File: src/rtl/rob_commit_queue_pkg.sv
// Shared widths and the ROB entry record for the in-order commit queue.
package rob_commit_queue_pkg;

    localparam int unsigned data_width    = 16;
    localparam int unsigned tag_width     = 3;
    localparam int unsigned rob_idx_width = 3;
    localparam int unsigned ROB_DEPTH     = 2 ** rob_idx_width;

    typedef struct packed {
        logic                  valid;
        logic                  done;
        logic                  has_dest;
        logic [tag_width-1:0]  dest;
        logic [data_width-1:0] data;
    } rob_entry_t;

endpackage

File: src/rtl/rob_commit_queue_if.sv
// Issue/CDB/regfile signal bundle for the commit queue; slave is the queue side.
interface rob_commit_queue_if;
    import rob_commit_queue_pkg::*;

    logic                     alloc_valid;
    logic                     alloc_has_dest;
    logic [tag_width-1:0]     alloc_dest;
    logic                     alloc_ready;
    logic [rob_idx_width-1:0] alloc_idx;
    logic                     cdb_valid;
    logic [rob_idx_width-1:0] cdb_idx;
    logic [data_width-1:0]    cdb_data;
    logic                     flush;
    logic                     regfile_load;
    logic [tag_width-1:0]     regfile_dest;
    logic [data_width-1:0]    regfile_in;
    logic                     commit_valid;
    logic                     empty;
    logic [rob_idx_width:0]   count;

    modport master (
        output alloc_valid, alloc_has_dest, alloc_dest, cdb_valid, cdb_idx, cdb_data, flush,
        input  alloc_ready, alloc_idx, regfile_load, regfile_dest, regfile_in, commit_valid,
               empty, count
    );

    modport slave (
        input  alloc_valid, alloc_has_dest, alloc_dest, cdb_valid, cdb_idx, cdb_data, flush,
        output alloc_ready, alloc_idx, regfile_load, regfile_dest, regfile_in, commit_valid,
               empty, count
    );

endinterface

File: src/rtl/rob_commit_queue_entry_array.sv
// ROB entry storage: alloc write port, CDB write port, retire clear and head read port.
module rob_commit_queue_entry_array
    import rob_commit_queue_pkg::*;
(
    input  logic                     clk_i,
    input  logic                     clear_i,
    input  logic                     alloc_we_i,
    input  logic [rob_idx_width-1:0] alloc_idx_i,
    input  logic                     alloc_has_dest_i,
    input  logic [tag_width-1:0]     alloc_dest_i,
    input  logic                     cdb_we_i,
    input  logic [rob_idx_width-1:0] cdb_idx_i,
    input  logic [data_width-1:0]    cdb_data_i,
    input  logic                     retire_we_i,
    input  logic [rob_idx_width-1:0] head_idx_i,
    output rob_entry_t               head_entry_o
);

    rob_entry_t mem_q [ROB_DEPTH];

    // Only valid/done need clearing; dest/data are don't-care in an invalid slot.
    always_ff @(posedge clk_i) begin
        if (clear_i) begin
            for (int i = 0; i < int'(ROB_DEPTH); i++) begin
                mem_q[i].valid <= 1'b0;
                mem_q[i].done  <= 1'b0;
            end
        end else begin
            if (alloc_we_i) begin
                mem_q[alloc_idx_i].valid    <= 1'b1;
                mem_q[alloc_idx_i].done     <= 1'b0;
                mem_q[alloc_idx_i].has_dest <= alloc_has_dest_i;
                mem_q[alloc_idx_i].dest     <= alloc_dest_i;
            end
            if (cdb_we_i && mem_q[cdb_idx_i].valid) begin
                mem_q[cdb_idx_i].done <= 1'b1;
                mem_q[cdb_idx_i].data <= cdb_data_i;
            end
            if (retire_we_i) begin
                mem_q[head_idx_i].valid <= 1'b0;
                mem_q[head_idx_i].done  <= 1'b0;
            end
        end
    end

    assign head_entry_o = mem_q[head_idx_i];

endmodule

File: src/rtl/rob_commit_queue.sv
// In-order completion queue; sole writer of the architectural register file.
module rob_commit_queue
    import rob_commit_queue_pkg::*;
(
    input  logic               clk,
    input  logic               reset,
    rob_commit_queue_if.slave  bus
);

    localparam logic [rob_idx_width:0] DepthCnt = (rob_idx_width + 1)'(ROB_DEPTH);

    logic [rob_idx_width-1:0] head_q, head_d, tail_q, tail_d;
    logic [rob_idx_width:0]   count_q, count_d;
    rob_entry_t               head_entry;
    logic                     clear, alloc_fire, commit;

    // Reset and flush share one path so a mid-run reset behaves exactly like a flush.
    assign clear      = reset | bus.flush;
    assign alloc_fire = bus.alloc_valid & bus.alloc_ready & ~clear;
    assign commit     = head_entry.valid & head_entry.done & ~clear;

    rob_commit_queue_entry_array u_entries (
        .clk_i            (clk),
        .clear_i          (clear),
        .alloc_we_i       (alloc_fire),
        .alloc_idx_i      (tail_q),
        .alloc_has_dest_i (bus.alloc_has_dest),
        .alloc_dest_i     (bus.alloc_dest),
        .cdb_we_i         (bus.cdb_valid),
        .cdb_idx_i        (bus.cdb_idx),
        .cdb_data_i       (bus.cdb_data),
        .retire_we_i      (commit),
        .head_idx_i       (head_q),
        .head_entry_o     (head_entry)
    );

    always_comb begin
        head_d  = head_q;
        tail_d  = tail_q;
        count_d = count_q;
        if (commit)     head_d = head_q + 1'b1;
        if (alloc_fire) tail_d = tail_q + 1'b1;
        case ({alloc_fire, commit})
            2'b10:   count_d = count_q + 1'b1;
            2'b01:   count_d = count_q - 1'b1;
            default: count_d = count_q;
        endcase
    end

    always_ff @(posedge clk) begin
        if (clear) begin
            head_q  <= '0;
            tail_q  <= '0;
            count_q <= '0;
        end else begin
            head_q  <= head_d;
            tail_q  <= tail_d;
            count_q <= count_d;
        end
    end

    // alloc_ready looks at count only, so a same-cycle retire never frees a slot early.
    assign bus.alloc_ready  = count_q < DepthCnt;
    assign bus.alloc_idx    = tail_q;
    assign bus.empty        = count_q == '0;
    assign bus.count        = count_q;
    assign bus.commit_valid = commit;
    assign bus.regfile_load = commit & head_entry.has_dest;
    assign bus.regfile_dest = head_entry.dest;
    assign bus.regfile_in   = head_entry.data;

endmodule

File: src/flat_wrapper.sv
// flat-port wrapper written by rule: the top's interface ports become plain ports
module rob_commit_queue_flat import rob_commit_queue_pkg::*;
  (clk, reset, bus_alloc_valid, bus_alloc_has_dest, bus_alloc_dest, bus_cdb_valid, bus_cdb_idx, bus_cdb_data, bus_flush, bus_alloc_ready, bus_alloc_idx, bus_regfile_load, bus_regfile_dest, bus_regfile_in, bus_commit_valid, bus_empty, bus_count);
  rob_commit_queue_if bus_i ();
  input  logic clk;
  input  logic reset;
  input wire logic [$bits(bus_i.alloc_valid)-1:0] bus_alloc_valid;
  input wire logic [$bits(bus_i.alloc_has_dest)-1:0] bus_alloc_has_dest;
  input wire logic [$bits(bus_i.alloc_dest)-1:0] bus_alloc_dest;
  input wire logic [$bits(bus_i.cdb_valid)-1:0] bus_cdb_valid;
  input wire logic [$bits(bus_i.cdb_idx)-1:0] bus_cdb_idx;
  input wire logic [$bits(bus_i.cdb_data)-1:0] bus_cdb_data;
  input wire logic [$bits(bus_i.flush)-1:0] bus_flush;
  output wire logic [$bits(bus_i.alloc_ready)-1:0] bus_alloc_ready;
  output wire logic [$bits(bus_i.alloc_idx)-1:0] bus_alloc_idx;
  output wire logic [$bits(bus_i.regfile_load)-1:0] bus_regfile_load;
  output wire logic [$bits(bus_i.regfile_dest)-1:0] bus_regfile_dest;
  output wire logic [$bits(bus_i.regfile_in)-1:0] bus_regfile_in;
  output wire logic [$bits(bus_i.commit_valid)-1:0] bus_commit_valid;
  output wire logic [$bits(bus_i.empty)-1:0] bus_empty;
  output wire logic [$bits(bus_i.count)-1:0] bus_count;
  assign bus_i.alloc_valid = bus_alloc_valid;
  assign bus_i.alloc_has_dest = bus_alloc_has_dest;
  assign bus_i.alloc_dest = bus_alloc_dest;
  assign bus_i.cdb_valid = bus_cdb_valid;
  assign bus_i.cdb_idx = bus_cdb_idx;
  assign bus_i.cdb_data = bus_cdb_data;
  assign bus_i.flush = bus_flush;
  assign bus_alloc_ready = bus_i.alloc_ready;
  assign bus_alloc_idx = bus_i.alloc_idx;
  assign bus_regfile_load = bus_i.regfile_load;
  assign bus_regfile_dest = bus_i.regfile_dest;
  assign bus_regfile_in = bus_i.regfile_in;
  assign bus_commit_valid = bus_i.commit_valid;
  assign bus_empty = bus_i.empty;
  assign bus_count = bus_i.count;
  rob_commit_queue u_core (.clk(clk), .reset(reset), .bus(bus_i));
endmodule
File: config.mk
export PLATFORM = sky130hd
export DESIGN_NAME = rob_commit_queue_flat
export DESIGN_NICKNAME = d
export VERILOG_FILES = /design/src/rtl/rob_commit_queue_pkg.sv /design/src/rtl/rob_commit_queue_if.sv /design/src/rtl/rob_commit_queue_entry_array.sv /design/src/rtl/rob_commit_queue.sv /design/src/flat_wrapper.sv
export SDC_FILE = /design/constraint.sdc
export NUM_CORES = 1
export LEC_CHECK = 0
export ABC_AREA = 1
export ABC_CLOCK_PERIOD_IN_PS = 4900
export CORE_MARGIN = 1
export CORE_UTILIZATION = 55
export CTS_CLUSTER_SIZE = 12
export DETAILED_ROUTE_END_ITERATION = 7
export HOLD_SLACK_MARGIN = 0.05
export PLACE_DENSITY = 0.76
export SETUP_SLACK_MARGIN = 0.02
export SYNTH_ARGS = -nofsm -noshare
export SYNTH_HDL_FRONTEND = slang
export SYNTH_SLANG_ARGS = --single-unit
File: constraint.sdc
create_clock -name clk -period 4.9 [get_ports clk]
set_input_delay 0.98 -clock clk [delete_from_list [all_inputs] [get_ports clk]]
set_output_delay 0.98 -clock clk [all_outputs]
set_load 0.03 [all_outputs]
==> flow_metrics.py <==
metrics = {
    "timing": {
        "skew_ns": 0.007280,
        "max-slew-margin-rel_pct": 23.86,
        "period_needed_ns": 4.076,
        "maxSlewViolCount": 0,
        "final_hold_viol_count": 0,
        "fmax_mhz": 245.4,
        "tightest_slew_ns": 1.141,
        "min_period_over_period_pct": 83.18,
        "rsz0062_at_grt": "no",
        "finalSetupViolCount": 0,
        "tns_ns": 0,
    },
    "synth": {
        "ys_warn_count": 0,
        "syn_nets": 755,
        "synth_cell_types": 27,
        "seq_area_frac_synth_pct": 68.43,
        "postSynthCellCount": 721,
        "ys_ff_latch": 189,
        "syn_area_sq_um": 7870,
        "syn_area_per_cell_sq_um": 10.92,
    },
    "setup_path": {
        "cp-endpoint": "bus_regfile_load",
        "r2r_setup_slack_ns": 1.74,
        "critPathKind": "flop to output port",
        "crit_path_end_kind": "output port",
        "reg2reg_to": "u_core.bus.count[3]",
        "cp_max_fo": 84,
        "cp.required_ns": 3.92,
        "r2r_cells": 12,
        "worst_setup_path_start_kind": "flop",
        "critical_path_arrival_ns": 3.10,
    },
    "power_and_ir_drop": {
        "ir_drop_mv": 0.2312,
        "powerDensity_nw_per_um2": 346.4,
        "p_leak_nw": 3.492,
        "total_power_mw": 3.157,
    },
    "drt": {
        "drt_wl_total_mm": 17.05,
        "wl_met1_mm": 7.179,
        "detail_route.drc_violations": 0,
        "num_vias": 5439,
        "antenna_left": 0,
        "drt_first_pass_iters": 5,
        "wl_met2_mm": 8.665,
        "drtIter0Drc": 516,
        "met3WireLength_um": 854,
        "drt-wirelength-per-cell_um": 17.74,
        "vias_per_cell": 5.660,
        "top_layer": "met4",
    },
    "global_route": {
        "grt_usage_pct": 24.89,
        "grt_pass1_vias": 5387,
        "gr-total-overflow": 0,
        "grt_pass1_wl_mm": 27.32,
        "antenna_found_initial": 0,
        "grt_max_degree": 85,
    },
    "clocking": {
        "insertion_delay_ns": 0.43,
        "postCtsSetupBuffers": 0,
        "ctsResizeCount": 0,
        "clk_pin_slew_worst_paths_ns": 0.07,
        "holdBufCountCts": 0,
        "cts.sinks": 189,
        "cts_tree": "done",
        "h-tree-depth": 4,
        "cts_buffers": 17,
        "clockRootBuffer": "clkbuf_16",
        "cts_max_path_buffers": 2,
    },
    "floorplanning": {
        "die_h_um": 121.6,
        "num_io_pins": 58,
        "core_area_sq_um": 13930,
        "die_area_sq_um": 14790,
        "num_rows": 43,
        "start_util_pct": 56.48,
        "die_w_um": 121.6,
    },
    "cells_and_area": {
        "nets": 802,
        "area_delta_synth_final_pct": 15.82,
        "antenna_cells": 0,
        "drive_above_1_share_pct": 7.426,
        "final_cell_mix": "160 x edfxtp_1, 140 x nand2_1, 98 x nor2_1",
        "final_common_cell": "edfxtp_1",
        "num-fill-cells": 1059,
    },
    "place": {
        "hpwl_mm": 10.45,
        "place_congestion": 0.8377,
        "portBuffers": 57,
    },
    "min_path": {
        "hold_path.class": "flop to flop",
    },
    "job": {
        "cap_violations": 0,
    },
    "run_status": {
        "status": "complete, no violations",
    },
}
## per-layer routing
layer	vias to the layer above	global-route usage [%]
li1	2600	-
met1	2629	31.53
met2	182	41.80
met3	28	5.103
met4	0	10.26
met5	-	0
## report_power, final
part	switching [mW]	internal, mW	total [mW]
Combinational	0.0472	0.0304	0.0776
Clock	0.583	0.749	1.33
Sequential	0.00358	1.74	1.75
## cell families after synthesis
group	synth area share, %
simple gates	15.90
flops	68.43
compound gates	9.316
buf+inv	4.849
fa+ha+maj	1.049
xor+xnor	0.3339
mux	0.1272
## area by class of cell
| class | count | area [sq um] | share of cell area [%] |
|---|---|---|---|
| Sequential cell | 189 | 5386 | 59.09 |
| Inverter | 57 | 214.0 | 2.347 |
| Tap cell | 180 | 225.2 | 2.471 |
| Timing Repair Buffer | 63 | 615.6 | 6.754 |
| Multi-Input combinational cell | 440 | 2103 | 23.07 |
| Clock inverter | 15 | 145.1 | 1.592 |
| Clock buffer | 17 | 425.4 | 4.667 |
## critical path, stage by stage (launching register included)
cell	delay (ns)
dfxtp_2	0.33
buf_4	0.63
nand3_1	0.15
nand3_1	0.15
nand3_2	0.09
nand2_2	0.32
nand2_1	0.15
nor2_1	0.14
clkdlybuf4s50_1	0.68
## state kept, by name, summed over array words and instances, names as in the netlist, named ones only
signal and count:
u_core.head_q 3, u_core.u_entries.mem_q 176, u_core.bus.count 4, u_core.bus.alloc_idx 3
## how the worst min path moves through the flow
stage,to,startpoint,depth (start not counted),slack (ns)
6_report,flop,u_core.head_q[1],2,0.54
5_1_grt,u_core.u_entries.mem_q[2][21],u_core.u_entries.mem_q[2][21],4,0.57
2_1_floorplan,flop,u_core.head_q[1],2,0.48
4_1_cts,flop,u_core.head_q[1],2,0.55
3_3_place_gp,flop,u_core.head_q[1],2,0.53
3_5_place_dp,u_core.head_q[1],u_core.head_q[1],2,0.54
## synthesized netlist by cell type (all sizes together)
master	n	area share, %
o21ai	84	5.3
mux2i	1	0.13
nor4	1	0.080
nand4	1	0.080
a22oi	2	0.19
buf	16	1.2
ha	5	0.79
nand3	41	3.5
nor3	9	0.57
clkbuf	19	0.91
dfxtp	29	7.4
fa	1	0.25
nand2	141	6.8
a21oi	12	0.76
or2	1	0.080
o22ai	38	3.0
xnor2	3	0.33
nor2	100	4.8
edfxtp	160	61
inv	57	2.7
## stage by stage
step	area (sq um)	hold WS [ns]	utilization (%)	instances	setup slack [ns]
2_1_floorplan	7870	0.4807	-	721	1.910
4_1_cts	9115	0.5458	65.41	961	0.7786
3_3_place_gp	8544	0.5267	61.32	929	1.297
6_report	9115	0.5423	65.41	961	0.8244
5_1_grt	9115	0.5745	65.41	961	0.6030
3_5_place_dp	8544	0.5400	61.32	929	1.243
Note: power is estimated with default switching activity, not from simulation.
